**src/rtl/instr_prefetch_queue_if.sv**
```systemverilog
// -----------------------------------------------------------------------------
// instr_prefetch_queue_if
// Bundles the two handshakes of the instruction prefetch queue:
//   - instruction memory read port (req/ack with address and return data)
//   - decode-side instruction stream (valid/ready with instruction and PC)
// Modports:
//   master : the prefetch queue (drives mem_req/mem_addr and out_*)
//   slave  : memory + decode side (drives mem_ack/mem_rdata and out_ready)
// -----------------------------------------------------------------------------
interface instr_prefetch_queue_if #(
   parameter int DATA_W = 19,
   parameter int ADDR_W = 19
);
   logic              mem_req;
   logic [ADDR_W-1:0] mem_addr;
   logic              mem_ack;
   logic [DATA_W-1:0] mem_rdata;
   logic              out_valid;
   logic [DATA_W-1:0] out_instr;
   logic [ADDR_W-1:0] out_pc;
   logic              out_ready;

   modport master (
      output mem_req,
      output mem_addr,
      input  mem_ack,
      input  mem_rdata,
      output out_valid,
      output out_instr,
      output out_pc,
      input  out_ready
   );

   modport slave (
      input  mem_req,
      input  mem_addr,
      output mem_ack,
      output mem_rdata,
      input  out_valid,
      input  out_instr,
      input  out_pc,
      output out_ready
   );
endinterface

```
**src/rtl/instr_prefetch_queue.sv**
```systemverilog
// -----------------------------------------------------------------------------
// instr_prefetch_queue
// Instruction fetch front-end. Owns the fetch PC, issues one word read at a
// time to instruction memory, buffers returned words with their PC in a
// DEPTH-entry FIFO and presents the head to decode. A redirect flushes the
// queue, reloads the fetch PC and squashes any read still in flight.
//
// Ports:
//   clk            : clock, all state on rising edge
//   reset          : synchronous active-low reset
//   halt           : stop issuing new reads (queued entries still drain)
//   redirect_valid : flush queue and load fetch PC from redirect_pc
//   redirect_pc    : new fetch PC
//   bus (master)   : mem_req/mem_addr/mem_ack/mem_rdata and
//                    out_valid/out_instr/out_pc/out_ready
//   perf_fetch_cnt, perf_squash_cnt : only when PREFETCH_PERF_EN is defined
//
// Optional feature macro: PREFETCH_PERF_EN (adds 32-bit fetch/squash counters)
// -----------------------------------------------------------------------------
module instr_prefetch_queue #(
   parameter int                DATA_W   = 19,
   parameter int                ADDR_W   = 19,
   parameter int                DEPTH    = 4,
   parameter logic [ADDR_W-1:0] RESET_PC = {ADDR_W{1'b0}}
) (
   input  logic                    clk,
   input  logic                    reset,
   input  logic                    halt,
   input  logic                    redirect_valid,
   input  logic [ADDR_W-1:0]       redirect_pc,
   instr_prefetch_queue_if.master  bus
`ifdef PREFETCH_PERF_EN
   ,
   output logic [31:0]             perf_fetch_cnt,
   output logic [31:0]             perf_squash_cnt
`endif
);

   localparam int PTR_W = $clog2(DEPTH);
   localparam int CNT_W = PTR_W + 1;

   localparam logic [CNT_W-1:0]  CNT_ZERO = {CNT_W{1'b0}};
   localparam logic [CNT_W-1:0]  CNT_ONE  = {{(CNT_W-1){1'b0}}, 1'b1};
   localparam logic [CNT_W-1:0]  CNT_FULL = CNT_W'(DEPTH);
   localparam logic [PTR_W-1:0]  PTR_ZERO = {PTR_W{1'b0}};
   localparam logic [PTR_W-1:0]  PTR_ONE  = {{(PTR_W-1){1'b0}}, 1'b1};
   localparam logic [ADDR_W-1:0] PC_ONE   = {{(ADDR_W-1){1'b0}}, 1'b1};

   typedef enum logic [1:0] {
      ST_IDLE   = 2'd0,
      ST_WAIT   = 2'd1,
      ST_SQUASH = 2'd2
   } state_t;

   state_t            r_state;
   logic [ADDR_W-1:0] r_fetch_pc;
   logic              r_mem_req;
   logic [ADDR_W-1:0] r_mem_addr;

   logic [DATA_W-1:0] r_q_instr [DEPTH];
   logic [ADDR_W-1:0] r_q_pc    [DEPTH];
   logic [PTR_W-1:0]  r_wr_ptr;
   logic [PTR_W-1:0]  r_rd_ptr;
   logic [CNT_W-1:0]  r_count;

   logic              r_out_valid;
   logic [DATA_W-1:0] r_out_instr;
   logic [ADDR_W-1:0] r_out_pc;

   logic              w_issue;
   logic              w_push;
   logic              w_pop;
   logic              w_drop;
   logic [CNT_W-1:0]  w_count_after_pop;
   logic [CNT_W-1:0]  w_count_nxt;
   logic [PTR_W-1:0]  w_rd_ptr_nxt;
   logic [DATA_W-1:0] w_head_instr_nxt;
   logic [ADDR_W-1:0] w_head_pc_nxt;

   // Issue only from IDLE: no read is outstanding there, so count alone
   // decides whether a slot is free for the word being requested.
   assign w_issue = (r_state == ST_IDLE) && !halt && !redirect_valid && (r_count < CNT_FULL);
   assign w_push  = (r_state == ST_WAIT) && bus.mem_ack && !redirect_valid;
   assign w_pop   = r_out_valid && bus.out_ready;
   // Acks that return data nobody wants any more.
   assign w_drop  = bus.mem_ack && ((r_state == ST_SQUASH) ||
                                    ((r_state == ST_WAIT) && redirect_valid));

   // Next queue occupancy, read pointer and head entry (feeds registered out_*).
   always_comb begin
      w_count_after_pop = w_pop ? (r_count - CNT_ONE) : r_count;
      w_count_nxt       = CNT_ZERO;
      w_rd_ptr_nxt      = PTR_ZERO;
      w_head_instr_nxt  = {DATA_W{1'b0}};
      w_head_pc_nxt     = {ADDR_W{1'b0}};
      if (redirect_valid) begin
         w_count_nxt  = CNT_ZERO;
         w_rd_ptr_nxt = PTR_ZERO;
      end else begin
         w_count_nxt  = w_count_after_pop + (w_push ? CNT_ONE : CNT_ZERO);
         w_rd_ptr_nxt = w_pop ? (r_rd_ptr + PTR_ONE) : r_rd_ptr;
         if (w_count_nxt == CNT_ZERO) begin
            w_head_instr_nxt = {DATA_W{1'b0}};
            w_head_pc_nxt    = {ADDR_W{1'b0}};
         end else if (w_push && (w_count_after_pop == CNT_ZERO)) begin
            // Pushed word lands directly at the head (queue empty after pop).
            w_head_instr_nxt = bus.mem_rdata;
            w_head_pc_nxt    = r_mem_addr;
         end else begin
            w_head_instr_nxt = r_q_instr[w_rd_ptr_nxt];
            w_head_pc_nxt    = r_q_pc[w_rd_ptr_nxt];
         end
      end
   end

   // Fetch FSM: state, fetch PC and registered memory request outputs.
   always_ff @(posedge clk) begin
      if (!reset) begin
         r_state    <= ST_IDLE;
         r_fetch_pc <= RESET_PC;
         r_mem_req  <= 1'b0;
         r_mem_addr <= RESET_PC;
      end else begin
         case (r_state)
            ST_IDLE: begin
               if (w_issue) begin
                  r_mem_req  <= 1'b1;
                  r_mem_addr <= r_fetch_pc;
                  r_fetch_pc <= r_fetch_pc + PC_ONE;
                  r_state    <= ST_WAIT;
               end
            end
            ST_WAIT: begin
               if (bus.mem_ack) begin
                  r_mem_req <= 1'b0;
                  r_state   <= ST_IDLE;
               end else if (redirect_valid) begin
                  // The memory transaction cannot be aborted: keep it alive
                  // with its old address and throw the data away on ack.
                  r_state <= ST_SQUASH;
               end
            end
            ST_SQUASH: begin
               if (bus.mem_ack) begin
                  r_mem_req <= 1'b0;
                  r_state   <= ST_IDLE;
               end
            end
            default: begin
               r_mem_req <= 1'b0;
               r_state   <= ST_IDLE;
            end
         endcase
         // Never collides with an issue: w_issue is low during a redirect.
         if (redirect_valid) begin
            r_fetch_pc <= redirect_pc;
         end
      end
   end

   // Queue storage, pointers and occupancy.
   always_ff @(posedge clk) begin
      if (!reset) begin
         r_wr_ptr <= PTR_ZERO;
         r_rd_ptr <= PTR_ZERO;
         r_count  <= CNT_ZERO;
         for (int i = 0; i < DEPTH; i++) begin
            r_q_instr[i] <= {DATA_W{1'b0}};
            r_q_pc[i]    <= {ADDR_W{1'b0}};
         end
      end else if (redirect_valid) begin
         r_wr_ptr <= PTR_ZERO;
         r_rd_ptr <= PTR_ZERO;
         r_count  <= CNT_ZERO;
      end else begin
         if (w_push) begin
            r_q_instr[r_wr_ptr] <= bus.mem_rdata;
            r_q_pc[r_wr_ptr]    <= r_mem_addr;
            r_wr_ptr            <= r_wr_ptr + PTR_ONE;
         end
         r_rd_ptr <= w_rd_ptr_nxt;
         r_count  <= w_count_nxt;
      end
   end

   // Registered decode-side outputs mirroring the next queue head.
   always_ff @(posedge clk) begin
      if (!reset) begin
         r_out_valid <= 1'b0;
         r_out_instr <= {DATA_W{1'b0}};
         r_out_pc    <= {ADDR_W{1'b0}};
      end else begin
         r_out_valid <= (w_count_nxt != CNT_ZERO);
         r_out_instr <= w_head_instr_nxt;
         r_out_pc    <= w_head_pc_nxt;
      end
   end

`ifdef PREFETCH_PERF_EN
   logic [31:0] r_perf_fetch_cnt;
   logic [31:0] r_perf_squash_cnt;

   // Performance counters: words pushed and acks discarded (wrap at 2^32).
   always_ff @(posedge clk) begin
      if (!reset) begin
         r_perf_fetch_cnt  <= 32'd0;
         r_perf_squash_cnt <= 32'd0;
      end else begin
         if (w_push) begin
            r_perf_fetch_cnt <= r_perf_fetch_cnt + 32'd1;
         end
         if (w_drop) begin
            r_perf_squash_cnt <= r_perf_squash_cnt + 32'd1;
         end
      end
   end

   assign perf_fetch_cnt  = r_perf_fetch_cnt;
   assign perf_squash_cnt = r_perf_squash_cnt;
`endif

   assign bus.mem_req   = r_mem_req;
   assign bus.mem_addr  = r_mem_addr;
   assign bus.out_valid = r_out_valid;
   assign bus.out_instr = r_out_instr;
   assign bus.out_pc    = r_out_pc;

endmodule

```
**src/flat_wrapper.sv**
```systemverilog
// flat-port wrapper written by rule: the top's interface ports become plain ports
module instr_prefetch_queue_flat 
#(
   parameter int                DATA_W   = 19,
   parameter int                ADDR_W   = 19,
   parameter int                DEPTH    = 4,
   parameter logic [ADDR_W-1:0] RESET_PC = {ADDR_W{1'b0}}
)
  (clk, reset, halt, redirect_valid, redirect_pc, bus_mem_req, bus_mem_addr, bus_mem_ack, bus_mem_rdata, bus_out_valid, bus_out_instr, bus_out_pc, bus_out_ready);
  instr_prefetch_queue_if #(.DATA_W(DATA_W), .ADDR_W(ADDR_W)) bus_i ();
  input  logic clk;
  input  logic reset;
  input  logic halt;
  input  logic redirect_valid;
  input  logic [ADDR_W-1:0] redirect_pc;
  output wire logic [$bits(bus_i.mem_req)-1:0] bus_mem_req;
  output wire logic [$bits(bus_i.mem_addr)-1:0] bus_mem_addr;
  input wire logic [$bits(bus_i.mem_ack)-1:0] bus_mem_ack;
  input wire logic [$bits(bus_i.mem_rdata)-1:0] bus_mem_rdata;
  output wire logic [$bits(bus_i.out_valid)-1:0] bus_out_valid;
  output wire logic [$bits(bus_i.out_instr)-1:0] bus_out_instr;
  output wire logic [$bits(bus_i.out_pc)-1:0] bus_out_pc;
  input wire logic [$bits(bus_i.out_ready)-1:0] bus_out_ready;
  assign bus_mem_req = bus_i.mem_req;
  assign bus_mem_addr = bus_i.mem_addr;
  assign bus_i.mem_ack = bus_mem_ack;
  assign bus_i.mem_rdata = bus_mem_rdata;
  assign bus_out_valid = bus_i.out_valid;
  assign bus_out_instr = bus_i.out_instr;
  assign bus_out_pc = bus_i.out_pc;
  assign bus_i.out_ready = bus_out_ready;
  instr_prefetch_queue #(.DATA_W(DATA_W), .ADDR_W(ADDR_W), .DEPTH(DEPTH), .RESET_PC(RESET_PC)) u_core (.clk(clk), .reset(reset), .halt(halt), .redirect_valid(redirect_valid), .redirect_pc(redirect_pc), .bus(bus_i));
endmodule
```
**config.mk**
```make
export PLATFORM = sky130hd
export DESIGN_NAME = instr_prefetch_queue_flat
export DESIGN_NICKNAME = d
export VERILOG_FILES = /design/src/rtl/instr_prefetch_queue_if.sv /design/src/rtl/instr_prefetch_queue.sv /design/src/flat_wrapper.sv
export SDC_FILE = /design/constraint.sdc
export NUM_CORES = 1
export LEC_CHECK = 0
export CAP_MARGIN = 30
export CORE_ASPECT_RATIO = 0.75
export CORE_MARGIN = 2
export CORE_UTILIZATION = 45
export DETAILED_ROUTE_END_ITERATION = 7
export SYNTH_ARGS = -nofsm -noshare
export SYNTH_HDL_FRONTEND = slang
export SYNTH_SLANG_ARGS = --single-unit
export TNS_END_PERCENT = 100
```
**constraint.sdc**
```tcl
create_clock -name clk -period 13.8 [get_ports clk]
set_clock_uncertainty 0.15 [all_clocks]
set_input_delay 2.76 -clock clk [delete_from_list [all_inputs] [get_ports clk]]
set_output_delay 2.76 -clock clk [all_outputs]
set_load 0.02 [all_outputs]
```
# Yosys cells after proc, flatten, opt, wreduce, memory -nomap -nowiden
# Memories as Yosys holds them, arrays and structs flattened.
# Cells that the tools add are included.
totals:
  reg_bits: 87
  latchBits: 0
  ram_bits: 152
  rom_bits: 0
  inputBits: 44
  out_inout_bits: 59
  n_memories: 2
op_classes:
  addsub: 5
  multipliers: 0
  div: 0
  magnitude_cmp: 1
  eq_ne: 6
  n_shift: 0
  muxes: 28
  n_bitwise: 1
  reduce_logical: 24
mem_list:
  columns: ["name", "words", "word_bits", "rd", "rd_ports_with_merged_regs", "write_ports", "line_no", "text"]
  rows:
  - ["u_core.r_q_instr", 4, 19, 1, 0, 4, "instr_prefetch_queue.sv:60", "logic [DATA_W-1:0] r_q_instr [DEPTH];"]
  - ["u_core.r_q_pc", 4, 19, 1, 0, 4, "instr_prefetch_queue.sv:61", "logic [ADDR_W-1:0] r_q_pc [DEPTH];"]
op_table:
  columns: ["cell", "n"]
  rows:
  - ["19-bit two-way mux", 7]
  - ["19-bit OR reduction", 2]
  - ["19-bit by 1-bit adder with 19-bit output (second input constant)", 1]
  - ["2-bit two-way mux", 7]
  - ["1-bit two-way mux", 10]
  - ["1-bit logical AND", 7]
  - ["3-bit zero test", 2]
  - ["3-bit two-way mux", 2]
  - ["2-bit case mux with 3 select lines", 1]
  - ["2-bit AND reduction", 3]
  - ["2-bit by 1-bit adder with 2-bit output (second input constant)", 2]
  - ["2-bit by 1-bit != test with 1-bit output (second input constant)", 2]
  - ["2-bit nonzero test", 2]
  - ["2-bit OR reduction", 2]
  - ["3-bit adder", 1]
  - ["3-bit < comparator (second input constant)", 1]
  - ["3-bit != test (second input constant)", 1]
  - ["3-bit AND reduction", 1]
  - ["3-bit nonzero test", 1]
  - ["3-bit OR reduction", 1]
  - ["3-bit by 1-bit subtractor with 3-bit output (second input constant)", 1]
  - ["2-bit by 1-bit == test with 1-bit output (second input constant)", 1]
  - ["2-bit == test (second input constant)", 1]
  - ["1-bit zero test", 2]
  - ["other kinds (4)", 4]

# Depth between registers and ports, before layout
# Gate-level depths: netlist (run 1).
depth:
  word_depth: 9
  mapped_depth: 12
  depth_no_buf: 9

# Worst setup path after synthesis (run 1)
# No wires, ideal clock.
synth_path:
  path_type: "input-to-reg"
  from: "in redirect_valid"
  to: "mem u_core.r_q_instr[1][0], enable pin"
  setup_ns: 0.486
  arrival_ns: 5.808
  required_ns: 13.164
  slack_ns: 7.356
  cell_stages: 5
  n_path_buf: 0
  cell_sequence: "inv_2 nand3_2 inv_2 nand2_1 o21ai_0"
synth_lines:
  columns: ["item", "line_no", "text"]
  rows:
  - ["start: declaration", "flat_wrapper.sv:14", "input logic redirect_valid;"]
  - ["end: declaration", "instr_prefetch_queue.sv:60", null]

# Worst setup path in the final report (run 1)
layout_path:
  from: "in redirect_valid"
  to: "reg u_core.r_out_pc[4], in the netlist u_core.bus.out_pc[4]"
layout_between:
  elab_chain_len: 6
  elab_cells_between_ends: 8
layout_lines:
  columns: ["item", "line_no", "text"]
  rows:
  - ["1-bit zero test", "instr_prefetch_queue.sv:83", "assign w_push = (r_state == ST_WAIT) && bus.mem_ack && !redirect_valid;"]
  - ["1-bit logical AND", "instr_prefetch_queue.sv:83", null]
  - ["1-bit two-way mux", "instr_prefetch_queue.sv:100", "w_count_nxt = w_count_after_pop + (w_push ? CNT_ONE : CNT_ZERO);"]
  - ["3-bit adder", "instr_prefetch_queue.sv:100", null]
  - ["3-bit zero test", "instr_prefetch_queue.sv:102", "if (w_count_nxt == CNT_ZERO) begin"]
  - ["3-bit OR reduction (no line)", null, null]
  - ["end signal: assignment", "instr_prefetch_queue.sv:191", "r_out_pc <= {ADDR_W{1'b0}};"]
  - ["end signal: assignment", "instr_prefetch_queue.sv:195", "r_out_pc <= w_head_pc_nxt;"]
  - ["end: declaration", "instr_prefetch_queue.sv:68", "logic [ADDR_W-1:0] r_out_pc;"]
# Several ways; a longest one is shown, not always the timed one.
# A chain may end at the register's enable or synchronous reset.

==> results of run 1 <==
-- final timing paths --
path	start	endpoint	slack (ns)	cells after the start
min	u_core.r_fetch_pc[18]$_SDFFE_PN0P_	u_core.bus.mem_addr[18]$_SDFFE_PN0P_	0.32	2
max reg2reg	u_core.r_state[1]$_SDFFE_PN0P_	u_core.bus.out_pc[4]$_SDFF_PP0_	10.25	11
min reg2reg	u_core.r_fetch_pc[18]$_SDFFE_PN0P_	u_core.bus.mem_addr[18]$_SDFFE_PN0P_	0.32	2
max	redirect_valid	u_core.bus.out_pc[4]$_SDFF_PP0_	7.42	11
-- worst max-delay path: stages --
cell and delay, ns:
clkdlybuf4s50_1 0.60, inv_2 0.54, nand3_2 0.28, inv_2 0.09
buf_4 0.45, ha_1 0.23, ha_1 0.24, or2_2 0.34
o21ai_4 0.43, buf_4 0.51, a211oi_1 0.09
-- cell usage after synthesis, types with 2 or more instances --
cell,number,share of area [%]
a211oi_1,60,3.7
mux2_2,37,3.4
clkbuf_1,66,2.0
or4_1,4,0.25
ha_1,8,0.82
nand2_1,53,1.6
edfxtp_1,152,37
nand3_2,3,0.25
inv_2,2,0.061
a221oi_1,38,2.7
or3_1,3,0.15
mux2i_1,4,0.33
inv_1,11,0.34
a2bb2oi_1,37,2.6
dfxtp_1,87,14
a21oi_1,31,1.3
o31ai_1,5,0.31
and2_1,118,6.0
buf_2,31,1.3
clkbuf_2,4,0.16
a211oi_2,21,2.1
xnor2_1,10,0.72
and4b_1,38,3.1
o21ai_0,56,2.3
nand3_1,8,0.33
xor2_1,5,0.36
buf_4,9,0.55
a31oi_1,7,0.36
nand4_1,40,2.0
nor2_1,14,0.43
o21ai_1,6,0.25
nor3_1,40,1.6
and4_1,5,0.36
buf_6,2,0.18
and3_1,38,1.9
nand2b_1,40,2.0
-- logic make-up (layout without fill, tap and decap cells) --
| logic type | Yosys count | in the layout | share of synthesized area, % |
|---|---|---|---|
| AOI/OAI and AO/OA | 267 | 267 | 16.1 |
| xor gates and xnor gates | 17 | 17 | 1.45 |
| adders and majority gates | 8 | 8 | 0.818 |
| DFF | 239 | 239 | 51.5 |
| muxes | 41 | 41 | 3.73 |
| buffers and inverters | 127 | 185 | 4.65 |
| and+or+nand+nor | 419 | 419 | 21.7 |
-- state kept, by name, summed over array words and instances (netlist names) --
register / cells
u_core.r_state: 2
u_core.r_wr_ptr: 2
u_core.bus.out_instr: 19
u_core.r_fetch_pc: 19
u_core.bus.out_pc: 19
u_core.r_count: 3
u_core.r_rd_ptr: 2
u_core.r_q_pc: 76
u_core.bus.mem_addr: 19
u_core.bus.out_valid: 1
u_core.r_q_instr: 76
u_core.bus.mem_req: 1
-- metal layers --
layer  GRT usage, %  share of wire, %  vias up
met2           37.6                46      280
met4           5.08               1.5        0
met3           3.05               5.4       38
li1               -                 -     4331
met1           33.4                47     4575
met5              0                 0        -
-- area by class of cell --
class	instances	area share, %
Timing Repair Buffer	125	8.64
Tap cell	351	3.07
Clock inverter	15	1.03
Inverter	14	0.367
Clock buffer	31	4.67
Multi-Input combinational cell	752	38.1
Sequential cell	239	44.1
-- through the flow --
step | instances | utilization (%)
after CTS | 1526 | 53.2
final | 1527 | 53.3
after floorplan | 1118 | -
after global routing | 1527 | 53.3
after detailed placement | 1480 | 50.2
after global placement | 1476 | 49.9
-- power breakdown --
group	switching, mW	internal (mW)
registers	0.0267	0.797
logic	0.144	0.0878
clock network	0.281	0.399
==> impl_metrics.toml, run 1 <==
[final_layout]
nNetsFinal = 1209
diodes = 0
layout_common_cells = "edfxtp_1 (152), and2_1 (117), clkdlybuf4s50_1 (100)"
final_common_cell = "edfxtp_1"
multi_input_area_um2 = 5460
finish.instance_area_um2 = 14300
regArea_um2 = 6310
fillers = 2360
drive_above_1_share_pct = 12.8
synthToLayoutAreaGrowth_pct = 17.0

[detailed_routing]
vias_per_cell = 6.04
first_pass_iters = 7
drt_iter0_drc = 774
vias = 9224
antenna_left = 0
wl_mm = 33.2
drc = 9
post_drt_wl_per_cell_um = 21.7

[sta]
final_max_slew_viol_count = 0
rsz0062_at_grt = "no"
setup_viol = 0
max_freq_mhz = 157
tightest_slew_ns = 0.976
hold_viol_final = 0
layout_min_cycle_time_ns = 6.38
tns_ns = 0
layout_setup_ws_ns = 7.42
holdWs_ns = 0.323
fin_crit_sh_pct = 46.2
relSlewSlack_pct = 34.8

[power]
fin_total_pwr_mw = 1.73
leakage_nw = 5.21
power.density_nw_per_um2 = 121
irDropWorstVdd_mv = 0.0850

[cts]
clk_pin_slew_ns = 0.06
cts_root_buffer = "clkbuf_16"
cts_tree = "done"
ctsResizeCount = 0
htree_levels = 1
clk-insertion-delay-late_ns = 0.53
cts_hold_buf = 0
cts.sinks = 239
cts-buffers-inserted = 25
cts_setup_buffers = 0
cts.path.max_buffers = 3

[critical_path]
crit_path_end_kind = "flip-flop"
required_ns = 14.03
cp.arrival_ns = 6.61
path_class = "primary input to flip-flop"
path_max_fanout = 44
start_kind = "primary input"

[synth]
avgSynthCellArea_um2 = 10.9
syn_nets = 1170
ys_warn_count = 0
ys_seq_area_share_pct = 51.5
ys.flop_type = "edfxtp_1"
ys_seq_elements = 239
synth-edff-count = 152
synthesis.area_um2 = 12200
async_flop_share_pct = 0
synth_cell_types = 61
synthCells = 1118

[placement]
dp_hpwl_mm = 18.5
placed_area_um2 = 13500
port_buffers = 102
finalWeightedCongestion = 0.812
post-place-ws_ns = 6.89

[global_route]
antenna_found_initial = 0
grt_pass1_vias = 8940
grt_max_degree = 82
grt_pass1_wl_mm = 52.2
grt_overflow_total = 0
grt_usage_pct = 23.2

[die]
die_x_um = 194
rows = 52
chipHeight_um = 147
dieArea_um2 = 28600
ioPinCount = 103
start_util_pct = 45.6
core_um2 = 26900

[run]
max-cap-violations = 0

[status]
status = "complete, but fails checks"
violations = "design-rule violations"

[worst_hold_path]
min_path_type = "flip-flop to flip-flop"
(Power assumes the default switching activity.)
==> inputs of run 2 (changes only) <==
==> constraint.sdc (replaced) <==
create_clock -name clk -period 6.5 [get_ports clk]
set_clock_uncertainty 0.15 [all_clocks]
set_input_delay 1.3 -clock clk [delete_from_list [all_inputs] [get_ports clk]]
set_output_delay 1.3 -clock clk [all_outputs]
set_load 0.02 [all_outputs]
==> run 2 against run 1 <==
- die area stayed put
- sequential cell count stayed put
- critical endpoint unchanged
- highest routed layer unchanged
- sequential power is 110% higher
- first-iteration DRC count is 4.5% higher
- the run still ends with design-rule violations left
- combinational power is 110% higher
==> impl_metrics.toml, run 2 (synthesis gave the netlist of run 1 again) <==
[detailed_routing]
vias_per_cell = 6.12
wl_mm = 33.5
drt_iter0_drc = 809
first_pass_iters = 7
antenna_left = 0
post_drt_wl_per_cell_um = 21.9
vias = 9363
drc = 9

[final_layout]
utilization_pct = 53.6
synthToLayoutAreaGrowth_pct = 17.7
diodes = 0
reg.largest.list = "u_core.r_q_instr: 76 flops, u_core.r_q_pc: 76 flops"
final_common_cell = "edfxtp_1"
layout_common_cells = "edfxtp_1 (152), and2_1 (117), clkdlybuf4s50_1 (100)"
nNetsFinal = 1212
drive_above_1_share_pct = 13.3

[cts]
cts_hold_buf = 0
htree_levels = 1
cts.path.max_buffers = 3
cts-buffers-inserted = 25
clk_pin_slew_ns = 0.06
cts_root_buffer = "clkbuf_16"
cts.sinks = 239
ctsResizeCount = 0
cts_tree = "done"
cts_setup_buffers = 0
clk-insertion-delay-late_ns = 0.52

[die]
die_x_um = 194
dieArea_um2 = 28600
chipHeight_um = 147
core_um2 = 26900
rows = 52
ioPinCount = 103
start_util_pct = 45.6

[global_route]
antenna_found_initial = 0
grt_max_degree = 85
grt_pass1_wl_mm = 53.1
grt_usage_pct = 23.5
grt_pass1_vias = 9055
grt_overflow_total = 0

[placement]
port_buffers = 102
dp_hpwl_mm = 19.7
finalWeightedCongestion = 0.838

[critical_path]
r2r_end = "u_core.bus.out_pc[4]$_SDFF_PP0_"
required_ns = 6.74
cp.arrival_ns = 4.47
start_kind = "primary input"
path_class = "primary input to flip-flop"
reg2reg_depth = 7
crit_path_end_kind = "flip-flop"
r2r_slack_ns = 2.82
r2r_start = "u_core.bus.out_valid$_SDFF_PN0_"
path_max_fanout = 29

[power]
leakage_nw = 5.25
power.density_nw_per_um2 = 261
irDropWorstVdd_mv = 0.191

[status]
violations = "design-rule violations"
status = "complete, but fails checks"

[sta]
tns_ns = 0
hold_viol_final = 0
final_max_slew_viol_count = 0
setup_viol = 0
fin_crit_sh_pct = 65.1
max_freq_mhz = 236
layout_min_cycle_time_ns = 4.23
tightest_slew_ns = 1.04
relSlewSlack_pct = 30.2
holdWs_ns = 0.318
rsz0062_at_grt = "no"

[worst_hold_path]
hold_start = "u_core.r_fetch_pc[18]$_SDFFE_PN0P_"
hold_depth = 2
whs_endpoint = "u_core.bus.mem_addr[18]$_SDFFE_PN0P_"
min_path_type = "flip-flop to flip-flop"

[run]
max-cap-violations = 0
## run 2: changes by cell type in the layout (fill, tap and decap cells not counted)
cell,delta
buf_12,-3
buf_16,+3
buf_4,+4
buf_6,-1
clkbuf_8,+6
clkinv_1,-4
clkinv_2,-3
clkinvlp_4,+1
inv_6,-1
## run 2: how the worst max path moves through the flow
stage / start / endpoint / slack [ns] / cells after the start
after floorplan: redirect_valid / u_core.r_q_instr[1][0]$_SDFFCE_PN0P_ / 1.52 / 5
after global placement: redirect_valid / u_core.bus.out_pc[3]$_SDFF_PP0_ / 1.83 / 10
after detailed placement: redirect_valid / u_core.bus.out_pc[2]$_SDFF_PP0_ / 1.79 / 10
after CTS: redirect_valid / u_core.bus.out_pc[2]$_SDFF_PP0_ / 2.33 / 10
after global routing: redirect_valid / u_core.bus.out_pc[4]$_SDFF_PP0_ / 2.12 / 10
final: redirect_valid / u_core.bus.out_pc[4]$_SDFF_PP0_ / 2.27 / 10
## run 2: power by group
part	switching, mW	total (mW)	leakage (nW)	internal [mW]
logic	0.305	0.496	2.54	0.191
clock network	0.597	1.51	0.426	0.915
registers	0.0623	1.75	2.28	1.69
total	0.964	3.76	5.25	2.80
## run 2: final cells by class
cell class	count	area [um2]
timing repair buffer	128	1280
multi-input combinational	752	5460
clock inverter	8	116
tap	351	439
clock buffer	37	751
inverter	14	52.6
sequential	239	6310
fill	2316	12500
## run 2: per-stage QoR
stage / cells / total power, mW / setup slack [ns] / area, um2
CTS: 1529 / 3.78 / 2.33 / 14400
global placement: 1480 / 2.26 / 1.83 / 13400
finish: 1529 / 3.76 / 2.27 / 14400
detailed placement: 1484 / 2.28 / 1.79 / 13500
floorplan: 1118 / 2.08 / 1.52 / 12200
global route: 1529 / 3.90 / 2.12 / 14400
## run 2: metal layers
layer  wire length (um)  up-vias  global-route usage (%)  part of all wire, %
met5                  0        -                       0                    0
met4                715        0                    6.08                  2.1
met3               1720       40                    2.59                  5.1
met2              14800      265                    36.5                   44
met1              16300     4706                    35.2                   49
li1                   -     4352                       -                    -
## run 2: critical path, stage by stage
cell and delay (ns):
clkdlybuf4s50_1 0.58, inv_2 0.17, nand3_2 0.18, inv_2 0.46, ha_1 0.24, ha_1 0.24
or2_2 0.34, o21ai_4 0.46, buf_4 0.37, a211oi_1 0.09
==> RTL edit: new RTL, settings of run 2 <==
`DEPTH` is set to 4 in 2 places; all go to 8.
--- a/src/rtl/instr_prefetch_queue.sv
+++ b/src/rtl/instr_prefetch_queue.sv
@@ -20,7 +20,7 @@
 module instr_prefetch_queue #(
    parameter int                DATA_W   = 19,
    parameter int                ADDR_W   = 19,
-   parameter int                DEPTH    = 4,
+   parameter int                DEPTH    = 8,
    parameter logic [ADDR_W-1:0] RESET_PC = {ADDR_W{1'b0}}
 ) (
    input  logic                    clk,
--- a/src/flat_wrapper.sv
+++ b/src/flat_wrapper.sv
@@ -3,7 +3,7 @@
 #(
    parameter int                DATA_W   = 19,
    parameter int                ADDR_W   = 19,
-   parameter int                DEPTH    = 4,
+   parameter int                DEPTH    = 8,
    parameter logic [ADDR_W-1:0] RESET_PC = {ADDR_W{1'b0}}
 )
   (clk, reset, halt, redirect_valid, redirect_pc, bus_mem_req, bus_mem_addr, bus_mem_ack, bus_mem_rdata, bus_out_valid, bus_out_instr, bus_out_pc, bus_out_ready);
Function: no difference found for any inputs over 4 cycles, from zero or initial values and one cycle with reset low; that may be too few to reach the edited logic, so the function may still have changed.
==> RTL edit against run 2 <==
  * Cell area grew 62%
  * Power grew 61%
  * Worst setup slack lost 0.20 ns
  * Cell count grew 73%
  * Critical path depth shrank 2
  * Die area grew 65%
  * Wire length grew 79%
  * Area after synthesis grew 67%
  * Count of clock-buffer cells in the layout grew 23
  * Sequential cell count grew 155
  * Combinational power grew 55%
  * Register-to-register slack gained 0.03 ns
==> RTL edit: results (changes against run 2) <==
Run status
  – Outcome: finished, final reports clean

CTS
  – CTS Buf Count: 43 (+72%)

Global route
  – Global-route wire length before repair: 92700 um (+75%)
  – Met1 Use GR: 38.3% (+3.1 points)
  – Antenna violations before repair: 2 (+2)
  – Global Route Usage Sum: 25.2% (+1.7 points)

Worst hold path
  – Hold Startpoint: u_core.r_state[1]$_SDFFE_PN0P_
  – Hold Path Sink: u_core.r_state[1]$_SDFFE_PN0P_

Logic synthesis
  – Sequential fraction of the synthesis area: 53.5% (+2.0 points)
  – Mapped Nets: 2085 (+78%)
  – Post-Synth XOR/XNOR Area: 1.36% (-0.092 points)
  – Avg Inst Size Synth: 10.1 um2 (-8.1%)
  – Compound-Gate Fraction of Synth Area: 18.7% (+2.6 points)
  – Number of flops mapped to enable cells by yosys: 304 (+100%)
  – Most frequent cells after synthesis: 310 x and2_1, 304 x edfxtp_1, 185 x nand2_1, 163 x clkbuf_1, 142 x a211oi_1
  – Mux contribution to synthesized area: 0.0980% (-3.6 points)
  – Adder-Cell Fraction of Synth Area: 0.612% (-0.21 points)

Timing
  – WHS: 0.348 ns (+0.0297 ns)
  – Worst slew margin: 32.7% (+2.5 points)

Worst setup path
  – Arr. time, crit path: 4.70 ns (+0.23 ns)
  – R2R Path End: u_core.bus.out_pc[6]$_SDFF_PP0_
  – Top Family by Delay on Critical Path: simple AND/OR/NAND/NOR gates
  – CP peak stage delay: 0.87 ns (+0.29 ns)
  – Flop-to-flop setup slack: 2.85 ns (+0.03 ns)
  – R2r worst-path depth: 6 (-1)
  – Worst Path Max Fanout: 36 (+24%)
  – Slowest-stage cell, CP: nor2_2
  – Crit Reg-Reg Startpoint: u_core.r_rd_ptr[1]$_SDFF_PP0_

Pwr
  – Static Leak: 0.00791 uW (+51%)
  – Pint: 4430 uW (+58%)
  – Worst VDD drop: 0.184 mV (-3.4%)
  – Power in sequential cells: 2890 uW (+65%)

Finish
  – Share of cells above drive strength 1: 7.45% (-5.9 points)

Routing
  – Met3 WL: 4920 um (+190%)
  – Routed WL: 60000 um (+79%)
  – Met1 Wirelength: 27800 um (+71%)
  – Initial DRC count: 1539 (+90%)

Placed design
  – GPL Wtd Cong: 0.808 (-3.6%)
  – Hpwl dp: 34200 um (+74%)
RTL edit: area by class of cell:
class	instances	area (um2)
timing repair buffer	151	1560
inverter	48	181
sequential	394	10900
fill	3940	21400
clock buffer	60	1180
clock inverter	20	155
multi-input combinational	1380	8630
antenna	2	5.00
tap	586	733
RTL edit: how the worst max path moves through the flow:
stage               cells after the start  slack [ns]                              endpoint      startpoint
finish                                  8        2.07    u_core.r_q_pc[4][18]$_SDFFCE_PN0P_  redirect_valid
global route                            8        1.85    u_core.r_q_pc[4][18]$_SDFFCE_PN0P_  redirect_valid
CTS                                     8        2.13     u_core.r_q_pc[0][6]$_SDFFCE_PN0P_  redirect_valid
detailed placement                      8        1.54    u_core.r_q_pc[4][15]$_SDFFCE_PN0P_  redirect_valid
global placement                        8        1.58    u_core.r_q_pc[4][16]$_SDFFCE_PN0P_  redirect_valid
floorplan                               5        1.14  u_core.r_q_instr[6][0]$_SDFFCE_PN0P_  redirect_valid
